<file path="config.mk">
export PLATFORM = sky130hd
export DESIGN_NAME = sync_nff_filter
export DESIGN_NICKNAME = d
export VERILOG_FILES = /design/src/rtl/cdc_pkg.sv /design/src/rtl/sync_chan.sv /design/src/rtl/sync_nff_filter.sv
export SDC_FILE = /design/constraint.sdc
export NUM_CORES = 1
export LEC_CHECK = 0
export ABC_AREA = 0
export ABC_CLOCK_PERIOD_IN_PS = 1500
export CAP_MARGIN = 5
export CORE_UTILIZATION = 41
export CTS_CLUSTER_DIAMETER = 30
export CTS_CLUSTER_SIZE = 40
export DETAILED_ROUTE_END_ITERATION = 7
export PLACE_DENSITY = 0.68
export SYNTH_ARGS = -nofsm -noshare
export SYNTH_HDL_FRONTEND = slang
export SYNTH_SLANG_ARGS = --single-unit
</file>
<file path="constraint.sdc">
create_clock -name dst_clk -period 1.5 [get_ports dst_clk]
set_input_delay 0.15 -clock dst_clk [delete_from_list [all_inputs] [get_ports dst_clk]]
set_output_delay 0.15 -clock dst_clk [all_outputs]
set_load 0.05 [all_outputs]
</file>
<file path="src/rtl/cdc_pkg.sv">
// cdc_pkg: shared constants and helpers for clock-domain-crossing blocks.
//   STAGES_MIN / STAGES_MAX : legal synchronizer chain depths
//   FILTER_MAX              : largest supported debounce length
//   filt_cnt_w(n)           : counter width able to hold the value n
package cdc_pkg;

  localparam int STAGES_MIN = 2;
  localparam int STAGES_MAX = 4;
  localparam int FILTER_MAX = 255;

  // Width of a counter that must reach n (clog2(n+1)).
  function automatic int filt_cnt_w(input int n);
    return $clog2(n + 1);
  endfunction

endpackage

</file>
<file path="src/rtl/sync_chan.sv">
// sync_chan: one synchronized, debounced status channel.
// Ports:
//   dst_clk      destination clock
//   dst_rst      asynchronous active-high reset
//   src_signal   asynchronous input level
//   evt_clear    clears evt_sticky (dst_clk domain)
//   dst_signal   synchronized and filtered level (registered)
//   rise_pulse   one-cycle pulse when dst_signal goes 0->1 (registered)
//   fall_pulse   one-cycle pulse when dst_signal goes 1->0 (registered)
//   event_pulse  rise_pulse | fall_pulse (registered)
//   evt_sticky   latched event flag (registered)
module sync_chan
  import cdc_pkg::*;
#(
  parameter int   STAGES        = 2,
  parameter logic RST_BIT       = 1'b0,
  parameter int   FILTER_CYCLES = 1
) (
  input  logic dst_clk,
  input  logic dst_rst,
  input  logic src_signal,
  input  logic evt_clear,
  output logic dst_signal,
  output logic rise_pulse,
  output logic fall_pulse,
  output logic event_pulse,
  output logic evt_sticky
);

  localparam int               CNT_W    = filt_cnt_w(FILTER_CYCLES);
  localparam logic [CNT_W-1:0] CNT_ZERO = {CNT_W{1'b0}};
  localparam logic [CNT_W-1:0] CNT_ONE  = CNT_W'(1);
  localparam logic [CNT_W-1:0] CNT_LAST = CNT_W'(FILTER_CYCLES - 1);

  (* ASYNC_REG = "TRUE" *) logic [STAGES-1:0] chain_r;

  logic [CNT_W-1:0] cnt_r;
  logic [CNT_W-1:0] cnt_nxt_s;
  logic             level_r;
  logic             level_nxt_s;
  logic             sync_s;
  logic             upd_s;
  logic             rise_r;
  logic             fall_r;
  logic             event_r;
  logic             sticky_r;
  logic             sticky_nxt_s;

  assign sync_s = chain_r[STAGES-1];

  // Synchronizer chain: plain shift register, nothing between stages.
  always_ff @(posedge dst_clk or posedge dst_rst) begin
    if (dst_rst) begin
      chain_r <= {STAGES{RST_BIT}};
    end else begin
      chain_r <= {chain_r[STAGES-2:0], src_signal};
    end
  end

  // Debounce decision: a differing value must persist FILTER_CYCLES cycles;
  // any return to the current level restarts the count.
  always_comb begin
    upd_s        = 1'b0;
    cnt_nxt_s    = CNT_ZERO;
    level_nxt_s  = level_r;
    if (sync_s == level_r) begin
      cnt_nxt_s = CNT_ZERO;
    end else if (cnt_r == CNT_LAST) begin
      upd_s     = 1'b1;
      cnt_nxt_s = CNT_ZERO;
    end else begin
      cnt_nxt_s = cnt_r + CNT_ONE;
    end
    if (upd_s) begin
      level_nxt_s = sync_s;
    end else begin
      level_nxt_s = level_r;
    end
    // Sticky uses the event being registered this edge, so a clear in the
    // same cycle cannot swallow it.
    sticky_nxt_s = upd_s | (sticky_r & ~evt_clear);
  end

  // Filter state, edge pulses and sticky flag.
  always_ff @(posedge dst_clk or posedge dst_rst) begin
    if (dst_rst) begin
      cnt_r    <= CNT_ZERO;
      level_r  <= RST_BIT;
      rise_r   <= 1'b0;
      fall_r   <= 1'b0;
      event_r  <= 1'b0;
      sticky_r <= 1'b0;
    end else begin
      cnt_r    <= cnt_nxt_s;
      level_r  <= level_nxt_s;
      rise_r   <= upd_s & sync_s;
      fall_r   <= upd_s & ~sync_s;
      event_r  <= upd_s;
      sticky_r <= sticky_nxt_s;
    end
  end

  assign dst_signal  = level_r;
  assign rise_pulse  = rise_r;
  assign fall_pulse  = fall_r;
  assign event_pulse = event_r;
  assign evt_sticky  = sticky_r;

endmodule

</file>
<file path="src/rtl/sync_nff_filter.sv">
// sync_nff_filter: WIDTH independent level synchronizers with debounce,
// registered edge pulses and sticky event capture.
// Ports:
//   dst_clk      destination clock (only clock)
//   dst_rst      asynchronous active-high reset
//   src_signal   [WIDTH] asynchronous inputs, each bit independent
//   evt_clear    [WIDTH] per-channel sticky clear
//   dst_signal   [WIDTH] synchronized, filtered levels
//   rise_pulse   [WIDTH] 0->1 pulses
//   fall_pulse   [WIDTH] 1->0 pulses
//   event_pulse  [WIDTH] any-edge pulses
//   evt_sticky   [WIDTH] latched event flags
module sync_nff_filter
  import cdc_pkg::*;
#(
  parameter int               WIDTH         = 8,
  parameter int               STAGES        = 2,
  parameter logic [WIDTH-1:0] RST_VAL       = {WIDTH{1'b0}},
  parameter int               FILTER_CYCLES = 1
) (
  input  logic             dst_clk,
  input  logic             dst_rst,
  input  logic [WIDTH-1:0] src_signal,
  input  logic [WIDTH-1:0] evt_clear,
  output logic [WIDTH-1:0] dst_signal,
  output logic [WIDTH-1:0] rise_pulse,
  output logic [WIDTH-1:0] fall_pulse,
  output logic [WIDTH-1:0] event_pulse,
  output logic [WIDTH-1:0] evt_sticky
);

  if (WIDTH < 1 || WIDTH > 32) begin : g_bad_width
    $error("sync_nff_filter: WIDTH must be in 1..32");
  end
  if (STAGES < STAGES_MIN || STAGES > STAGES_MAX) begin : g_bad_stages
    $error("sync_nff_filter: STAGES must be in 2..4");
  end
  if (FILTER_CYCLES < 1 || FILTER_CYCLES > FILTER_MAX) begin : g_bad_filter
    $error("sync_nff_filter: FILTER_CYCLES must be in 1..255");
  end

  for (genvar i = 0; i < WIDTH; i++) begin : g_chan
    sync_chan #(
      .STAGES        (STAGES),
      .RST_BIT       (RST_VAL[i]),
      .FILTER_CYCLES (FILTER_CYCLES)
    ) u_chan (
      .dst_clk     (dst_clk),
      .dst_rst     (dst_rst),
      .src_signal  (src_signal[i]),
      .evt_clear   (evt_clear[i]),
      .dst_signal  (dst_signal[i]),
      .rise_pulse  (rise_pulse[i]),
      .fall_pulse  (fall_pulse[i]),
      .event_pulse (event_pulse[i]),
      .evt_sticky  (evt_sticky[i])
    );
  end

endmodule

</file>
==> qor.csv, run 1 <==
metric;value;unit
Resize count post-CTS;0;
# hold bufs at CTS;0;
H-tree Lvls;2;
cell taking the most area after synthesis;dfrtp_1;
CTS tree;done;
crit-path leading delay family;flip-flops;
Max Freq;937;MHz
TNS Setup;0;ns
status;finished clean;
EDFF count, synth;0;
CP Capture Type;output pin;
Routed Antenna Nets;0;
most frequent cells after synthesis;dfrtp_1 (56), buf_4 (40), inv_1 (33);
Startpoint Class;flop;
area delta synth->final;16.6;%
drt drc;0;
area of the core;4880;µm²
Diodes inserted;0;
Initial DRT Pass Iterations;2;
Placed Area;2410;µm²
Clock Sinks;56;
vias in the first global route;1070;
vias per cell;4.03;
Tot GR Track Use;0.110;
Synth Cell Area;2140;µm²
worst-skew pair later-pin latency;0.29;ns
Cell Count Post-Placement;254;
Data arrival, critical path;0.92;ns
die span in x;74.2;µm
Tcrit/Tclk final;0.712;
final count of hold timing violations;0;
# rows;25;
post-synthesis net count;203;
non-filler cells, final;261;
post-synthesis register bit count;56;
Slew @ Worst Pin;0.283;ns
ys flop type;dfrtp_1;
first-pass GRT wire length;4390;µm
post-CTS setup buffer count;0;
most numerous cell in the Yosys netlist;dfrtp_1;
Total Wirelength;2590;µm
layout cells sized above 1;0.247;
Avg Synthesized Cell Area;12.6;µm²
Final GP Congestion;0.643;
initial drt markers;56;
Clock Pin Slew Worst Setup and Hold Paths;0.09;ns
Worst EP required;1.35;ns
root buffer cell;clkbuf_8;
number of max-cap violations;0;
fin area;2490;µm²
unrepaired setup endpoints after global routing;no;
Critical Path, Cell by Cell;buf_4;
Synth top area share;0.656;
sequential share of the synthesized area;0.656;
slowest CP cell;dfrtp_1;
Slew headroom;0.811;
top cells by area, synth;dfrtp_1 (66%), buf_4 (14%), ha_1 (9.4%), inv_1 (5.8%), o21ai_1 (3.7%);
WL/cell;9.92;µm
post-synth cell types;6;
Initial Util;0.438;
I/O pin total;58;
nets@finish;228;
Die Y-Extent;74.2;µm
number of port buffers;57;
Worst Path Buf+Inv;1;
final period demand of the worst path;1.07;ns
class of the worst hold path;in2async;
Setup-failing EPs final;0;
Clock Skew;0.00161;ns
Ys Warns;0;
largest net degree at the start of global routing;57;
asr flop ratio synth;1.00;
CTS max path bufs;2;
WS Path Type;reg2out;
Crit Path Max Fanout;4;
hpwl dp;1880;µm
initial antenna violation count;0;
total CTS buffers;5;
Final Max Slew Viols;0;
remaining global-route overflow;0;
Vias;1052;
Cells after Synth;169;
Die Area;5500;µm²
slowest cell delay on critical path;0.42;ns
## per-layer routing
metal,up-vias,part of all wire,GRT usage
met5,-,0,0
met1,501,0.40,0.113
met3,2,0.085,0.0583
met4,0,0.0085,0.0449
met2,39,0.50,0.187
li1,510,-,-
## final timing paths
kind / cells after the start / start / to / slack (ns)
worst max-delay path: 1 / g_chan[0].u_chan.dst_signal / dst_signal[0] / 0.43
worst min register to register: 0 / g_chan[6].u_chan.chain_r[0] / g_chan[6].u_chan.chain_r[1] / 0.35
max in group asynchronous: 3 / dst_rst / g_chan[4].u_chan.evt_sticky / 0.98
min in group dst_clk: 1 / src_signal[0] / g_chan[0].u_chan.chain_r[0] / 0.29
worst min-delay path: 3 / dst_rst / g_chan[5].u_chan.event_pulse / 0.28
worst max register to register: 4 / g_chan[2].u_chan.chain_r[1] / g_chan[2].u_chan.dst_signal / 0.50
## logic make-up (layout without fill, tap and decap cells)
group	count (synthesis)	after routing	share of synthesized area
and+or+nand+nor	8	8	0.0141
DFF	56	56	0.656
adders and majority gates	16	16	0.0937
buffers and inverters	73	98	0.199
AOI/OAI and AO/OA	16	16	0.0375
## placed cells by master, fill, tap and decap left out, drive strengths merged
cell type	n
buf	41
clkbuf	6
clkdlybuf4s50	17
clkinv	1
clkinvlp	1
dfrtp	56
ha	16
inv	32
nand2	8
o21ai	16
## state kept, by name (all words and copies together) (netlist names)
register / flops
g_chan.u_chan.fall_pulse: 8
g_chan.u_chan.chain_r: 16
g_chan.u_chan.rise_pulse: 8
g_chan.u_chan.dst_signal: 8
g_chan.u_chan.evt_sticky: 8
g_chan.u_chan.event_pulse: 8
## through the flow
step	hold slack [ns]	worst slack, ns	utilization
6_report	0.282	0.432	0.511
5_1_grt	0.262	0.373	0.511
4_1_cts	0.274	0.410	0.511
3_5_place_dp	0.335	0.504	0.495
3_3_place_gp	0.331	0.515	0.495
2_1_floorplan	0.181	0.570	-
## layout make-up
type,instances,area [µm²]
clock buffers,6,72.6
clock inverters,1,5.00
fillers,467,2390
inverters,33,128
multi-input cells,40,310
flip-flops and latches,56,1400
well taps,67,83.8
repair buffers,58,490
Power of run 1 is not shown: default switching activity piles up to over one toggle a cycle in this logic, so the estimate is an artifact.
==> inputs of run 2 (changes only) <==
--- a/config.mk
+++ b/config.mk
@@ -6,7 +6,7 @@
 export NUM_CORES = 1
 export LEC_CHECK = 0
 export ABC_AREA = 0
-export ABC_CLOCK_PERIOD_IN_PS = 1500
+export ABC_CLOCK_PERIOD_IN_PS = 900
 export CAP_MARGIN = 5
 export CORE_UTILIZATION = 41
 export CTS_CLUSTER_DIAMETER = 30
==> constraint.sdc (replaced) <==
create_clock -name dst_clk -period 0.9 [get_ports dst_clk]
set_input_delay 0.09 -clock dst_clk [delete_from_list [all_inputs] [get_ports dst_clk]]
set_output_delay 0.09 -clock dst_clk [all_outputs]
set_load 0.05 [all_outputs]
==> run 2 against run 1 <==
- the run now ends with negative setup slack left
- register-to-register slack got worse by 0.63 ns
- core utilization rose by 24 points
- setup slack got worse by 0.61 ns
- die area did not move
- non-clock buffer count rose by 43
- largest cell class is now non-clock buffers
==> qor.csv, run 2 (same netlist as run 1, synthesis figures left out) <==
metric;value;unit;change
Final Max Slew Viols;0;;unchanged
Die Area;5500;µm²;unchanged
WS Path Type;reg2out;;
first-pass GRT wire length;6020;µm;+37%
Clock Skew;0.00244;ns;+0.000825 ns
status;finished with violations;;
unrepaired setup endpoints after global routing;yes;;
most frequent cells in the layout;dfrtp_1 (55), buf_12 (43), buf_4 (21);;
Crit Path Max Fanout;2;;-2
Diodes inserted;0;;unchanged
CTS max path bufs;2;;unchanged
Initial DRT Pass Iterations;4;;+2
final period demand of the worst path;1.08;ns;
number of max-cap violations;0;;unchanged
Slew headroom;0.890;;+0.0793
Worst Slack Setup Final;-0.177;ns;-0.609 ns
Vias;1279;;+22%
Max IR drop VDD;2820;µV;
layout cells sized above 1;0.603;;+0.356
class of the worst hold path;in2async;;
area of the core;4880;µm²;unchanged
Data arrival, critical path;0.99;ns;+0.07 ns
Placed Area;3220;µm²;+33%
slowest CP cell;dfrtp_1;;
area delta synth->final;72.1;%;
failing checks;negative setup slack;;
Clk pwr share;0.097;;
max reg flops;16;;unchanged
Clock Sinks;56;;unchanged
I/O pin total;58;;unchanged
Leak;1.74;nW;
worst-skew pair later-pin latency;0.29;ns;about the same
largest net degree at the start of global routing;20;;-65%
die span in x;74.2;µm;unchanged
Total Wirelength;3940;µm;+52%
CTS tree;done;;
total CTS buffers;5;;unchanged
remaining global-route overflow;0;;unchanged
WL/cell;12.9;µm;+31%
# rows;25;;unchanged
Clock Pin Slew Worst Setup and Hold Paths;0.09;ns;about the same
Die Y-Extent;74.2;µm;unchanged
Largest Register;g_chan.u_chan.chain_r;;
nets@finish;271;;+19%
switching power total;5.88;mW;
fin area;3680;µm²;+48%
leading cell type in the layout, fill and taps excluded;dfrtp_1;;
Tot GR Track Use;0.152;;+0.0417
combinational power share;0.628;;
Critical Path, Cell by Cell;buf_6 > buf_12;;
layout filler cell count;317;;-32%
Final GP Congestion;0.715;;+11%
number of port buffers;57;;unchanged
Max Freq;928;MHz;
H-tree Lvls;2;;unchanged
CP Capture Type;output pin;;
Initial Util;0.438;;unchanged
hpwl dp;2660;µm;+42%
worst reg-to-reg path cell count;4;;unchanged
Tcrit/Tclk final;1.20;;
Routed Antenna Nets;0;;unchanged
vias in the first global route;1358;;+27%
Startpoint Class;flop;;
slowest cell delay on critical path;0.42;ns;about the same
final count of hold timing violations;0;;unchanged
drt drc;0;;unchanged
Slew @ Worst Pin;0.164;ns;-0.119 ns
vias per cell;4.21;;+4.4%
TNS Setup;-5.14;ns;-5.14 ns
initial antenna violation count;0;;unchanged
Worst EP required;0.81;ns;-0.54 ns
Pint;8.72;mW;
initial drt markers;41;;-27%
share of power burned in registers;0.276;;
# hold bufs at CTS;0;;unchanged
switch share;0.403;;
Power Density;3970;nW/µm²;
Setup-failing EPs final;65;;+65
root buffer cell;clkbuf_8;;
run 2: final timing paths:
check                                       startpoint                           to  slack, ns
hold reg to reg            g_chan[1].u_chan.chain_r[0]  g_chan[1].u_chan.chain_r[1]       0.35
max in group asynchronous                      dst_rst  g_chan[0].u_chan.rise_pulse       0.54
min in group dst_clk                     src_signal[4]  g_chan[4].u_chan.chain_r[0]       0.22
hold / removal                                 dst_rst  g_chan[1].u_chan.rise_pulse       0.22
setup reg to reg           g_chan[2].u_chan.dst_signal  g_chan[2].u_chan.dst_signal      -0.13
setup / recovery           g_chan[3].u_chan.dst_signal                dst_signal[3]      -0.18
run 2: metrics by stage:
step / power [mW] / std cells / hold slack (ns) / utilization / worst slack, ns
4_1_cts: 14.0 / 300 / 0.211 / 0.722 / -0.218
6_report: 14.6 / 304 / 0.223 / 0.753 / -0.177
2_1_floorplan: 8.42 / 169 / 0.121 / - / 0.00182
5_1_grt: 15.3 / 304 / 0.207 / 0.753 / -0.213
3_3_place_gp: 11.4 / 278 / 0.333 / 0.660 / -0.0117
3_5_place_dp: 11.7 / 278 / 0.335 / 0.660 / -0.0689
run 2: area by class of cell:
class / instances / area, µm² / share of cell area
clock buffers: 7 / 96.3 / 0.0262
well taps: 67 / 83.8 / 0.0228
repair buffers: 101 / 1410 / 0.385
flip-flops and latches: 56 / 1400 / 0.382
inverters: 33 / 138 / 0.0374
multi-input cells: 40 / 542 / 0.147
run 2: critical path: cells and delay by family, from the launching register on:
family / cells / cell delay, ns
DFF: 1 / 0.42
buffers and inverters: 2 / 0.28
run 2: power by group through the flow:
stage | sequential, mW | clock (mW) | combinational (mW)
finish | 4.02 | 1.41 | 9.16
global route | 4.09 | 1.56 | 9.63
CTS | 4.00 | 1.47 | 8.57
detailed placement | 4.14 | 0 | 7.52
global placement | 4.08 | 0 | 7.34
floorplan | 3.70 | 0 | 4.72
run 2: routing by layer:
metal	GRT usage	vias up	share of wire	wire (µm)
li1	-	595	-	-
met1	0.162	639	0.36	1430
met2	0.276	38	0.57	2240
met3	0.0474	7	0.052	204
met4	0.0620	0	0.014	57
met5	0	-	0	0
run 2: repair_timing:
action,4_1_cts,5_1_grt
gates resized for setup,29,43
buffers inserted,15,5
pin swaps,7,12
setup endpoints to repair,54,71
(Power assumes the default switching activity.)
==> inputs of run 3 (changes only) <==
--- a/config.mk
+++ b/config.mk
@@ -6,13 +6,12 @@
 export NUM_CORES = 1
 export LEC_CHECK = 0
 export ABC_AREA = 0
-export ABC_CLOCK_PERIOD_IN_PS = 900
 export CAP_MARGIN = 5
 export CORE_UTILIZATION = 41
 export CTS_CLUSTER_DIAMETER = 30
 export CTS_CLUSTER_SIZE = 40
 export DETAILED_ROUTE_END_ITERATION = 7
-export PLACE_DENSITY = 0.68
+export PLACE_DENSITY = 0.66
 export SYNTH_ARGS = -nofsm -noshare
 export SYNTH_HDL_FRONTEND = slang
 export SYNTH_SLANG_ARGS = --single-unit
==> constraint.sdc (replaced) <==
create_clock -name dst_clk -period 1.3 [get_ports dst_clk]
set_input_delay 0.13 -clock dst_clk [delete_from_list [all_inputs] [get_ports dst_clk]]
set_output_delay 0.13 -clock dst_clk [all_outputs]
set_load 0.05 [all_outputs]
==> run 3 against run 2 <==
- the run now ends clean
- via count fell by 17%
- wire length down 22%
- core utilization decreased by 14 points
- register-to-register slack improved by 0.36 ns
- critical path depth grew 1
- final cell count shrank 14%
- first-iteration DRC count shrank 66%
- die area unchanged
- sequential share of layout area increased by 8.5 points
- global-route usage is 2.2 points lower
- non-clock buffer count is 43 lower
- largest cell class is now sequential cells
==> qor.csv, run 3 (same netlist as run 1, synthesis figures left out) <==
metric;value;unit;change
reg2reg setup slack;0.23;ns;+0.36 ns
Clock Skew;0.00546;ns;+0.00302 ns
Worst Path Buf+Inv;0;;-2
most frequent cells in the layout;dfrtp_1 (56), buf_12 (41), inv_1 (32);;
Initial DRT Pass Iterations;4;;unchanged
WL/cell;11.8;µm;-9.1%
Resize count post-CTS;0;;-100%
first-pass GRT wire length;5060;µm;-16%
die span in x;74.2;µm;unchanged
worst-skew pair later-pin latency;0.30;ns;about the same
Slew @ Worst Pin;0.286;ns;+0.122 ns
area delta synth->final;40.7;%;
Crit Path Max Fanout;4;;+2
leading cell type in the layout, fill and taps excluded;dfrtp_1;;
CTS tree;done;;
drt drc;0;;unchanged
root buffer cell;clkbuf_8;;
slowest CP cell;dfrtp_1;;
I/O pin total;58;;unchanged
remaining global-route overflow;0;;unchanged
Startpoint Class;flop;;
vias in the first global route;1170;;-14%
Max Freq;939;MHz;
WS Path Type;reg2reg;;
Initial Util;0.438;;unchanged
hpwl dp;2390;µm;-10%
Routed Antenna Nets;0;;unchanged
number of max-cap violations;0;;unchanged
layout cells sized above 1;0.246;;-0.357
largest net degree at the start of global routing;57;;+190%
Total Wirelength;3090;µm;-22%
Final GP Congestion;0.699;;-2.2%
Slew headroom;0.809;;-0.0813
slowest cell delay on critical path;0.45;ns;+0.03 ns
H-tree Lvls;2;;unchanged
post-CTS setup buffer count;0;;-15
Final Max Slew Viols;0;;unchanged
number of port buffers;57;;unchanged
Worst EP required;1.49;ns;+0.68 ns
TNS Setup;0;ns;+5.14 ns
Diodes inserted;0;;unchanged
total CTS buffers;5;;unchanged
final count of hold timing violations;0;;unchanged
Clock Pin Slew Worst Setup and Hold Paths;0.09;ns;about the same
Critical Path, Cell by Cell;ha_1 > nand2_1 > o21ai_1;;
Data arrival, critical path;1.26;ns;+0.27 ns
area of the core;4880;µm²;unchanged
Tot GR Track Use;0.129;;-0.0225
vias per cell;4.05;;-3.7%
class of the worst hold path;in2async;;
Largest Register;g_chan.u_chan.chain_r;;
CTS max path bufs;2;;unchanged
Vias;1062;;-17%
Tcrit/Tclk final;0.819;;
nets@finish;228;;-16%
status;finished clean;;
crit-path leading delay family;flip-flops;;
Setup-failing EPs final;0;;-100%
final period demand of the worst path;1.07;ns;
CP Capture Type;flop;;
Core Util, Final;0.616;;-0.138
max reg flops;16;;unchanged
Die Y-Extent;74.2;µm;unchanged
Clock Sinks;56;;unchanged
# hold bufs at CTS;0;;unchanged
# rows;25;;unchanged
initial drt markers;14;;-66%
initial antenna violation count;0;;unchanged
unrepaired setup endpoints after global routing;no;;
Die Area;5500;µm²;unchanged
run 3: cell count changes in the layout (fill, tap and decap cells not counted), sizes merged:
cell and delta:
clkbuf +1, buf -43
run 3: area by class of cell:
type,instances,area (µm²)
Inverter,33,128
Multi-Input combinational cell,40,310
Clock buffer,8,90.1
Tap cell,67,83.8
Sequential cell,56,1400
Timing Repair Buffer,58,991
Fill cell,390,1880
run 3: worst reg2reg max path: stages, from the launching register on:
cell and delay (ns):
dfrtp_1 0.45, ha_1 0.35, nand2_1 0.10, o21ai_1 0.06
run 3: final timing paths:
path | start | end | depth (start not counted)
max | g_chan[1].u_chan.dst_signal | g_chan[1].u_chan.dst_signal | 3
min | dst_rst | g_chan[7].u_chan.rise_pulse | 3
max reg2reg | g_chan[1].u_chan.dst_signal | g_chan[1].u_chan.dst_signal | 3
min reg2reg | g_chan[7].u_chan.chain_r[0] | g_chan[7].u_chan.chain_r[1] | 0
max in group asynchronous | dst_rst | g_chan[4].u_chan.fall_pulse | 3
min in group dst_clk | src_signal[1] | g_chan[1].u_chan.chain_r[0] | 1
run 3: metrics by stage:
stage	hold WS [ns]	area, µm²	worst slack [ns]	std cells
final	0.254	3000	0.235	262
after global routing	0.240	3000	0.170	262
after CTS	0.251	3000	0.218	262
after detailed placement	0.335	2910	0.229	254
after global placement	0.333	2910	0.302	254
after floorplan	0.161	2140	0.370	169
run 3: metal layers:
layer  GRT usage  wire length [µm]
met4      0.0577                61
met3      0.0461               149
met5           0                 0
met2       0.257              1840
met1       0.113              1040
Power of run 3 is left out for the same reason.
